==> config.mk <==
export PLATFORM = sky130hd
export DESIGN_NAME = control_sequencer
export DESIGN_NICKNAME = d
export VERILOG_FILES = /design/src/rtl/cpu_ctrl_pkg.sv /design/src/rtl/ctrl_strobe_decode.sv /design/src/rtl/control_sequencer.sv
export SDC_FILE = /design/constraint.sdc
export NUM_CORES = 1
export LEC_CHECK = 0
export ABC_AREA = 1
export BUFFER_PORTS_ARGS = -buffer_cell sky130_fd_sc_hd__buf_2
export CAP_MARGIN = 20
export CORE_MARGIN = 2
export CORE_UTILIZATION = 23
export CTS_BUF_LIST = sky130_fd_sc_hd__clkbuf_8
export DETAILED_ROUTE_END_ITERATION = 10
export PLACE_DENSITY = 0.52
export SYNTH_ARGS = -nofsm -noshare
export SYNTH_HDL_FRONTEND = slang
export SYNTH_SLANG_ARGS = --single-unit
==> constraint.sdc <==
create_clock -name clock -period 2.99 [get_ports clock]
set_input_delay 0.299 -clock clock [delete_from_list [all_inputs] [get_ports clock]]
set_output_delay 0.299 -clock clock [all_outputs]
set_load 0.05 [all_outputs]
==> src/rtl/cpu_ctrl_pkg.sv <==
// Shared definitions for the CPU control sequencer: FSM states, opcodes
// and per-class execute lengths.
package cpu_ctrl_pkg;

    localparam int OPCODE_W = 5;
    localparam int STEP_W   = 3;

    typedef enum logic [2:0] {
        IDLE,
        FETCH0,
        FETCH1,
        FETCH2,
        DECODE,
        EXEC,
        HALT
    } state_t;

    localparam logic [OPCODE_W-1:0] OP_LD   = 5'h00;
    localparam logic [OPCODE_W-1:0] OP_ST   = 5'h02;
    localparam logic [OPCODE_W-1:0] OP_BR   = 5'h12;
    localparam logic [OPCODE_W-1:0] OP_NOP  = 5'h1E;
    localparam logic [OPCODE_W-1:0] OP_HALT = 5'h1F;

    localparam logic [STEP_W-1:0] LEN_BR   = 3'd2;
    localparam logic [STEP_W-1:0] LEN_MEM  = 3'd4;
    localparam logic [STEP_W-1:0] LEN_ALU  = 3'd3;
    localparam logic [STEP_W-1:0] MEM_STEP = 3'd2;
    localparam logic [STEP_W-1:0] BR_STEP  = 3'd1;

    function automatic logic is_mem_op(input logic [OPCODE_W-1:0] op);
        return (op == OP_LD) || (op == OP_ST);
    endfunction

    function automatic logic [STEP_W-1:0] last_step(input logic [OPCODE_W-1:0] op);
        if (op == OP_BR)
            return LEN_BR - 3'd1;
        else if (is_mem_op(op))
            return LEN_MEM - 3'd1;
        else
            return LEN_ALU - 3'd1;
    endfunction

endpackage

==> src/rtl/ctrl_strobe_decode.sv <==
// Combinational Moore decode of the sequencer state into datapath strobes.
module ctrl_strobe_decode
    import cpu_ctrl_pkg::*;
#(
    parameter int OPCODE_WIDTH = OPCODE_W,
    parameter int EXEC_STEPS_W = STEP_W
) (
    input  state_t                  state,
    input  logic [EXEC_STEPS_W-1:0] exec_step,
    input  logic [OPCODE_WIDTH-1:0] opcode,
    input  logic                    branch_taken,
    output logic                    pc_enable,
    output logic                    inc_pc,
    output logic                    pc_in,
    output logic                    pc_out_en,
    output logic                    mar_in,
    output logic                    mem_read,
    output logic                    mem_write,
    output logic                    mdr_in,
    output logic                    mdr_out_en,
    output logic                    ir_in,
    output logic                    running,
    output logic                    instr_done
);

    always_comb begin
        pc_enable  = 1'b0;
        inc_pc     = 1'b0;
        pc_in      = 1'b0;
        pc_out_en  = 1'b0;
        mar_in     = 1'b0;
        mem_read   = 1'b0;
        mem_write  = 1'b0;
        mdr_in     = 1'b0;
        mdr_out_en = 1'b0;
        ir_in      = 1'b0;
        instr_done = 1'b0;
        running    = (state != IDLE) && (state != HALT);

        case (state)
            FETCH0: begin
                pc_out_en = 1'b1;
                mar_in    = 1'b1;
                pc_enable = 1'b1;
                inc_pc    = 1'b1;
            end
            FETCH1: begin
                mem_read = 1'b1;
                mdr_in   = 1'b1;
            end
            FETCH2: begin
                mdr_out_en = 1'b1;
                ir_in      = 1'b1;
            end
            DECODE: instr_done = (opcode == OP_NOP);
            EXEC: begin
                // Branch target loads only when the CON flag is set; inc_pc stays low here
                if (opcode == OP_BR && exec_step == BR_STEP && branch_taken) begin
                    pc_enable = 1'b1;
                    pc_in     = 1'b1;
                end
                if (opcode == OP_LD && exec_step == MEM_STEP) begin
                    mem_read = 1'b1;
                    mdr_in   = 1'b1;
                end
                if (opcode == OP_ST && exec_step == MEM_STEP)
                    mem_write = 1'b1;
                instr_done = (exec_step == last_step(opcode));
            end
            default: ;
        endcase
    end

endmodule

==> src/rtl/control_sequencer.sv <==
// Multi-cycle fetch/decode/execute control FSM with memory handshake and
// halt/run control; strobes come from ctrl_strobe_decode.
module control_sequencer
    import cpu_ctrl_pkg::*;
#(
    parameter int OPCODE_WIDTH = OPCODE_W,
    parameter int EXEC_STEPS_W = STEP_W
) (
    input  logic                    clock,
    input  logic                    clear,
    input  logic                    run,
    input  logic                    stop,
    input  logic [OPCODE_WIDTH-1:0] ir_opcode,
    input  logic                    branch_taken,
    input  logic                    mem_ready,
    output logic                    pc_enable,
    output logic                    inc_pc,
    output logic                    pc_in,
    output logic                    pc_out_en,
    output logic                    mar_in,
    output logic                    mem_read,
    output logic                    mem_write,
    output logic                    mdr_in,
    output logic                    mdr_out_en,
    output logic                    ir_in,
    output logic [EXEC_STEPS_W-1:0] exec_step,
    output logic                    running,
    output logic                    instr_done
);

    state_t                  state;
    state_t                  state_next;
    logic [EXEC_STEPS_W-1:0] step_next;
    logic                    stop_pending;
    logic                    pending_next;
    logic                    boundary;
    logic                    mem_wait;

    assign mem_wait = (exec_step == MEM_STEP) && is_mem_op(ir_opcode) && !mem_ready;

    always_ff @(posedge clock) begin
        if (clear) begin
            state        <= IDLE;
            exec_step    <= '0;
            stop_pending <= 1'b0;
        end else begin
            state        <= state_next;
            exec_step    <= step_next;
            stop_pending <= pending_next;
        end
    end

    always_comb begin
        state_next   = state;
        step_next    = exec_step;
        pending_next = stop_pending | stop;
        boundary     = 1'b0;

        case (state)
            IDLE: begin
                if (run && !stop) begin
                    state_next   = FETCH0;
                    pending_next = 1'b0;
                end
            end
            FETCH0: state_next = FETCH1;
            FETCH1: if (mem_ready) state_next = FETCH2;
            FETCH2: state_next = DECODE;
            DECODE: begin
                if (ir_opcode == OP_HALT) begin
                    state_next = HALT;
                end else if (ir_opcode == OP_NOP) begin
                    boundary = 1'b1;
                end else begin
                    state_next = EXEC;
                    step_next  = '0;
                end
            end
            EXEC: begin
                // A memory step freezes the counter until the handshake completes
                if (mem_wait)
                    step_next = exec_step;
                else if (exec_step == last_step(ir_opcode))
                    boundary = 1'b1;
                else
                    step_next = exec_step + EXEC_STEPS_W'(1);
            end
            HALT: begin
                if (run) begin
                    state_next   = FETCH0;
                    pending_next = 1'b0;
                end
            end
            default: state_next = IDLE;
        endcase

        // A stop arriving on the boundary cycle itself still halts here
        if (boundary) begin
            step_next = '0;
            if (stop_pending || stop) begin
                state_next   = HALT;
                pending_next = 1'b0;
            end else begin
                state_next = FETCH0;
            end
        end
    end

    ctrl_strobe_decode #(
        .OPCODE_WIDTH(OPCODE_WIDTH),
        .EXEC_STEPS_W(EXEC_STEPS_W)
    ) u_strobe_decode (
        .state       (state),
        .exec_step   (exec_step),
        .opcode      (ir_opcode),
        .branch_taken(branch_taken),
        .pc_enable   (pc_enable),
        .inc_pc      (inc_pc),
        .pc_in       (pc_in),
        .pc_out_en   (pc_out_en),
        .mar_in      (mar_in),
        .mem_read    (mem_read),
        .mem_write   (mem_write),
        .mdr_in      (mdr_in),
        .mdr_out_en  (mdr_out_en),
        .ir_in       (ir_in),
        .running     (running),
        .instr_done  (instr_done)
    );

endmodule

Word-level counts from Yosys, hierarchy flattened
Cells that the tools add are included.
Widths: inputs -> output; s select.

operators by class
  add/sub/neg operators = 1
  reduce and logical (&&, ||, !) cells = 19
  bitwise logic cells = 1
  mux-type cells = 38
  equal/unequal tests = 24

operator list
  kind                 count
  $mux 3               14
  $pmux 3 s7           1
  $mux 1               16
  $eq 5x5->1 const B   3
  $ne 3x3->1 const B   4
  $ne 2x2->1 const B   5
  $pmux 1 s2           5
  $reduce_and 5->1     2
  $eq 3x2->1 const B   3
  $eq 3x3->1 const B   3
  $logic_and 1x1->1    8
  $eq 3x1->1 const B   2
  $eq 3x3->1           2
  $pmux 3 s2           1
  $eq 5x2->1 const B   1
  $logic_not 5->1      1
  $ne 4x4->1 const B   1
  $add 3x1->3 const B  1
  $logic_not 3->1      1
  $reduce_bool 3->1    1
  $logic_not 1->1      2
  $logic_or 1x1->1     2
  $mux 2               1
  $reduce_bool 2->1    1
  2 further kinds      2

word-level totals
  flip-flop bits (word level) = 7
  bits of input ports = 11

Logic depth before layout (Yosys ltp)
  depth in word-level cells = 12
  depth in mapped cells = 13

Cells and area by module
Synthesis repeated with hierarchy kept, for this count alone.

second synthesis, totals
  cell total of the unflattened synthesis = 149
  area total of the unflattened synthesis = 835.8 µm²

modules (own cells, without submodules)
  module              area an instance (µm²)  instances  cells each
  control_sequencer   591.8                   1          100
  ctrl_strobe_decode  244.0                   1          49

Worst setup path after synthesis
No wires, ideal clock.

  path kind = register to output
  start = reg exec_step[1]
  end = out mem_read
  arrival time = 2,764 ps
  slack = -73 ps
  cell stages (with the launch flop) = 7
  cell sequence = dfxtp_1 > ha_1 > inv_1 > nor2_1 > nand2_1 > o21ai_0 > buf_4

on the way
  word-level cells in the longest chain between the ends = 4

RTL lines
  item                    line                      source
  start, declared         control_sequencer.sv:26   output logic [EXEC_STEPS_W-1:0] exec_step,
  start signal, assigned  control_sequencer.sv:48   exec_step <= step_next;
  $eq 3x2->1              ctrl_strobe_decode.sv:62  if (opcode == OP_LD && exec_step == MEM_STEP) begin
  $logic_and 1x1->1       ctrl_strobe_decode.sv:62
  $mux 1                  -
  $pmux 1 s2              -
  end, declared           control_sequencer.sv:21   output logic mem_read,

No other way between the ends.

Worst setup path after layout
  start = reg exec_step[0]
  end = out mem_read

on the way
  word-level cells in the longest chain between the ends = 4

RTL lines
  item               line                      source
  $eq 3x2->1         ctrl_strobe_decode.sv:62
  $logic_and 1x1->1  ctrl_strobe_decode.sv:62
  $mux 1             ctrl_strobe_decode.sv:62
  $pmux 1 s2         ctrl_strobe_decode.sv:40  case (state)

No other way between the ends.

==> impl_metrics.env <==
export IMPL_outcome="complete, no violations"
export IMPL_antenna_left=0
export IMPL_register_area_sq_um=140
export IMPL_grt_total_usage_pct=9.54
export IMPL_ys_warn_count=0
export IMPL_r2r_end="state[1]"
export IMPL_p_sw_share_pct=58.9
export IMPL_place_ws_ns=1.24
export IMPL_start_util_pct=23.8
export IMPL_max_freq_mhz=511
export IMPL_end_kind="primary output"
export IMPL_numCtsBuffers=3
export IMPL_cts_htree_levels=1
export IMPL_p_switching_w=0.000519
export IMPL_min_path_type="input pin to flip-flop"
export IMPL_finalMaxSlewViolations=0
export IMPL_grt_ovfl_total=0
export IMPL_seqPwrFrac_pct=17.9
export IMPL_area_growth_syn_to_layout_pct=25.1
export IMPL_cts_setup_buffers=0
export IMPL_place_gp_congestion=0.778
export IMPL_nNetsFinal=155
export IMPL_finalWorstSetupSlack_ns=1.03
export IMPL_vias=793
export IMPL_io_pins=26
export IMPL_synth_seq_cells=7
export IMPL_timing_final_crit_share_pct=65.5
export IMPL_clk_latency_ns=0.22
export IMPL_hold_viol_final=0
export IMPL_dr_first_iter_drc_count=28
export IMPL_grt_max_degree=10
export IMPL_wl_per_cell_microns=9.62
export IMPL_irDropWorstVdd_v=0.000277
export IMPL_rr_startpoint="exec_step[0]"
export IMPL_avgSynthCellArea_sq_um=6.84
export IMPL_chipHeight_microns=62.5
export IMPL_tns_ns=0
export IMPL_path_clk_slew_ns=0.04
export IMPL_arrival_ns=1.66
export IMPL_multiInputGateArea_sq_um=546
export IMPL_core_area_sq_um=3310
export IMPL_cts_tree="done"
export IMPL_synthCells=115
export IMPL_start_kind="flip-flop"
export IMPL_min_delay_start="clear"
export IMPL_drc_errors=0
export IMPL_period_needed_ns=1.96
export IMPL_required_ns=2.69
export IMPL_antenna_found_initial=0
export IMPL_min_path_cells=2
export IMPL_rsz0062_at_grt="no"
export IMPL_slew_headroom_pct=76.7
export IMPL_postLayoutCoreUtil_pct=29.7
export IMPL_root_buffer="clkbuf_8"
export IMPL_fill_cells=393
export IMPL_routed_wl_microns=1790
export IMPL_cts_hold_buf=0
export IMPL_die_w_microns=62.5
export IMPL_dieArea_sq_um=3910
export IMPL_leakagePower_nw=0.518
export IMPL_tightest_slew_ns=0.347
export IMPL_final_layout_size_suffix_gt1_share_pct=42.1
export IMPL_io_buffers=25
export IMPL_cts_sinks=7
export IMPL_dp_hpwl_microns=1540
export IMPL_cp_max_fo=6
export IMPL_syn_nets=129
export IMPL_worstSetupPathType="flip-flop to primary output"
export IMPL_synth_seq_area_share_pct=17.8
export IMPL_synth_area_sq_um=787
export IMPL_diodes=0
export IMPL_maxCapViolCount=0
export IMPL_r2r_cells=9
export IMPL_setup_violations=0
export IMPL_grt_pass1_vias=749
export IMPL_fin_worst_skew_ns=0.000782
export IMPL_first_pass_iters=4
export IMPL_cts_resized=0
export IMPL_p_per_area_nw_per_um2=896
export IMPL_p_clk_share_pct=14.0
export IMPL_yosysUniqueCellTypes=28
export IMPL_num_rows=21
export IMPL_reg2reg_slack_ns=1.36
export IMPL_viasPerCell=4.26
export IMPL_holdPathEnd="state[0]"
export IMPL_clock_path_buffers=2
export IMPL_internal_power_w=0.000363
export IMPL_grt_pass1_wl_microns=3130
export IMPL_p_comb_share_pct=68.1
-- synth_stat cells --
library cell  instances  area (sq um)
nand2_1              19          71.3
inv_1                14          52.6
nor2_1               13          48.8
nand3_1               8          40.0
dfxtp_1               7           140
nand3_2               6          60.1
inv_2                 5          18.8
buf_4                 4          30.0
nand2_2               4          25.0
nand4_1               4          25.0
ha_1                  3          37.5
nor2_2                3          18.8
o21ai_0               3          15.0
a21oi_1               2          10.0
a21oi_2               2          17.5
nand2_4               2          22.5
nor2_4                2          22.5
nor3_1                2          10.0
o21ai_1               2          10.0
o21ai_2               2          17.5
a31oi_1               1          6.26
nand3b_1              1          7.51
nand3b_4              1          20.0
nand4_2               1          12.5
nor2_8                1          20.0
nor4_2                1          12.5
or2_2                 1          6.26
xor2_1                1          8.76
-- layer usage --
metal	global-route usage, %	up-vias	wire length, microns
met5	0	-	0
met4	2.50	0	6
met3	1.80	2	55
met2	16.3	15	870
met1	12.3	354	856
li1	-	422	-
-- registers in the layout, indices dropped and copies added, names as in the netlist --
| register | count |
|---|---|
| exec_step | 3 |
| state | 3 |
| stop_pending | 1 |
-- area by class of cell --
class,instances,area share [%]
Clock inverter,1,0.381
Clock buffer,3,4.19
Inverter,19,7.24
Tap cell,46,5.84
Timing Repair Buffer,25,12.7
Sequential cell,7,14.2
Multi-Input combinational cell,85,55.4
-- critical path, cell delays in order (launching register included) --
cell and delay [ns]:
dfxtp_1 0.36, inv_1 0.12, ha_1 0.15, inv_1 0.03, nor2_1 0.20, nand2_1 0.11
o21ai_1 0.17, buf_2 0.28
-- cells in the final DEF, fill, tap and decap left out, drive strengths merged --
master / count
a21oi: 4
dfxtp: 7
nand4: 5
nor4: 1
nand3b: 2
ha: 3
or2: 1
inv: 20
nand2: 25
o21ai: 7
clkbuf: 3
a31oi: 1
nor2: 19
nand3: 14
xor2: 1
nor3: 2
buf: 25
-- worst max path at each step --
stage | cells after the start | slack [ns] | endpoint | from
2_1_floorplan | 6 | 0.37 | mem_read | exec_step[1]
3_3_place_gp | 7 | 1.26 | mdr_in | exec_step[0]
3_5_place_dp | 7 | 1.24 | mem_read | exec_step[0]
4_1_cts | 7 | 1.00 | mem_read | exec_step[0]
5_1_grt | 7 | 0.86 | mdr_in | exec_step[0]
6_report | 7 | 1.03 | mem_read | exec_step[0]
-- kinds of logic after synthesis --
logic type               count (synthesis)  share of synthesized area [%]
XOR/XNOR                                 1                           1.11
AND/OR/NAND/NOR                         69                           53.7
adder cells (fa/ha/maj)                  3                           4.77
buffers and inverters                   23                           12.9
AO/OA/AOI/OAI                           12                           9.70
flip-flops                               7                           17.8
-- power by group through the flow --
stage / registers [W] / logic (W) / clock network (W)
6_report: 0.000158 / 0.000600 / 0.000124
5_1_grt: 0.000163 / 0.000656 / 0.000139
4_1_cts: 0.000157 / 0.000609 / 0.000127
3_5_place_dp: 0.000159 / 0.000602 / 0
3_3_place_gp: 0.000159 / 0.000600 / 0
2_1_floorplan: 0.000165 / 0.000504 / 0
-- per-stage QoR --
step / cells / power [W] / hold WS (ns) / area, sq um
floorplan: 115 / 0.000669 / 0.368 / 787
global placement: 182 / 0.000760 / 0.494 / 940
detailed placement: 182 / 0.000761 / 0.496 / 940
CTS: 186 / 0.000894 / 0.272 / 985
global route: 186 / 0.000958 / 0.275 / 985
finish: 186 / 0.000882 / 0.273 / 985
(Power assumes the default switching activity.)
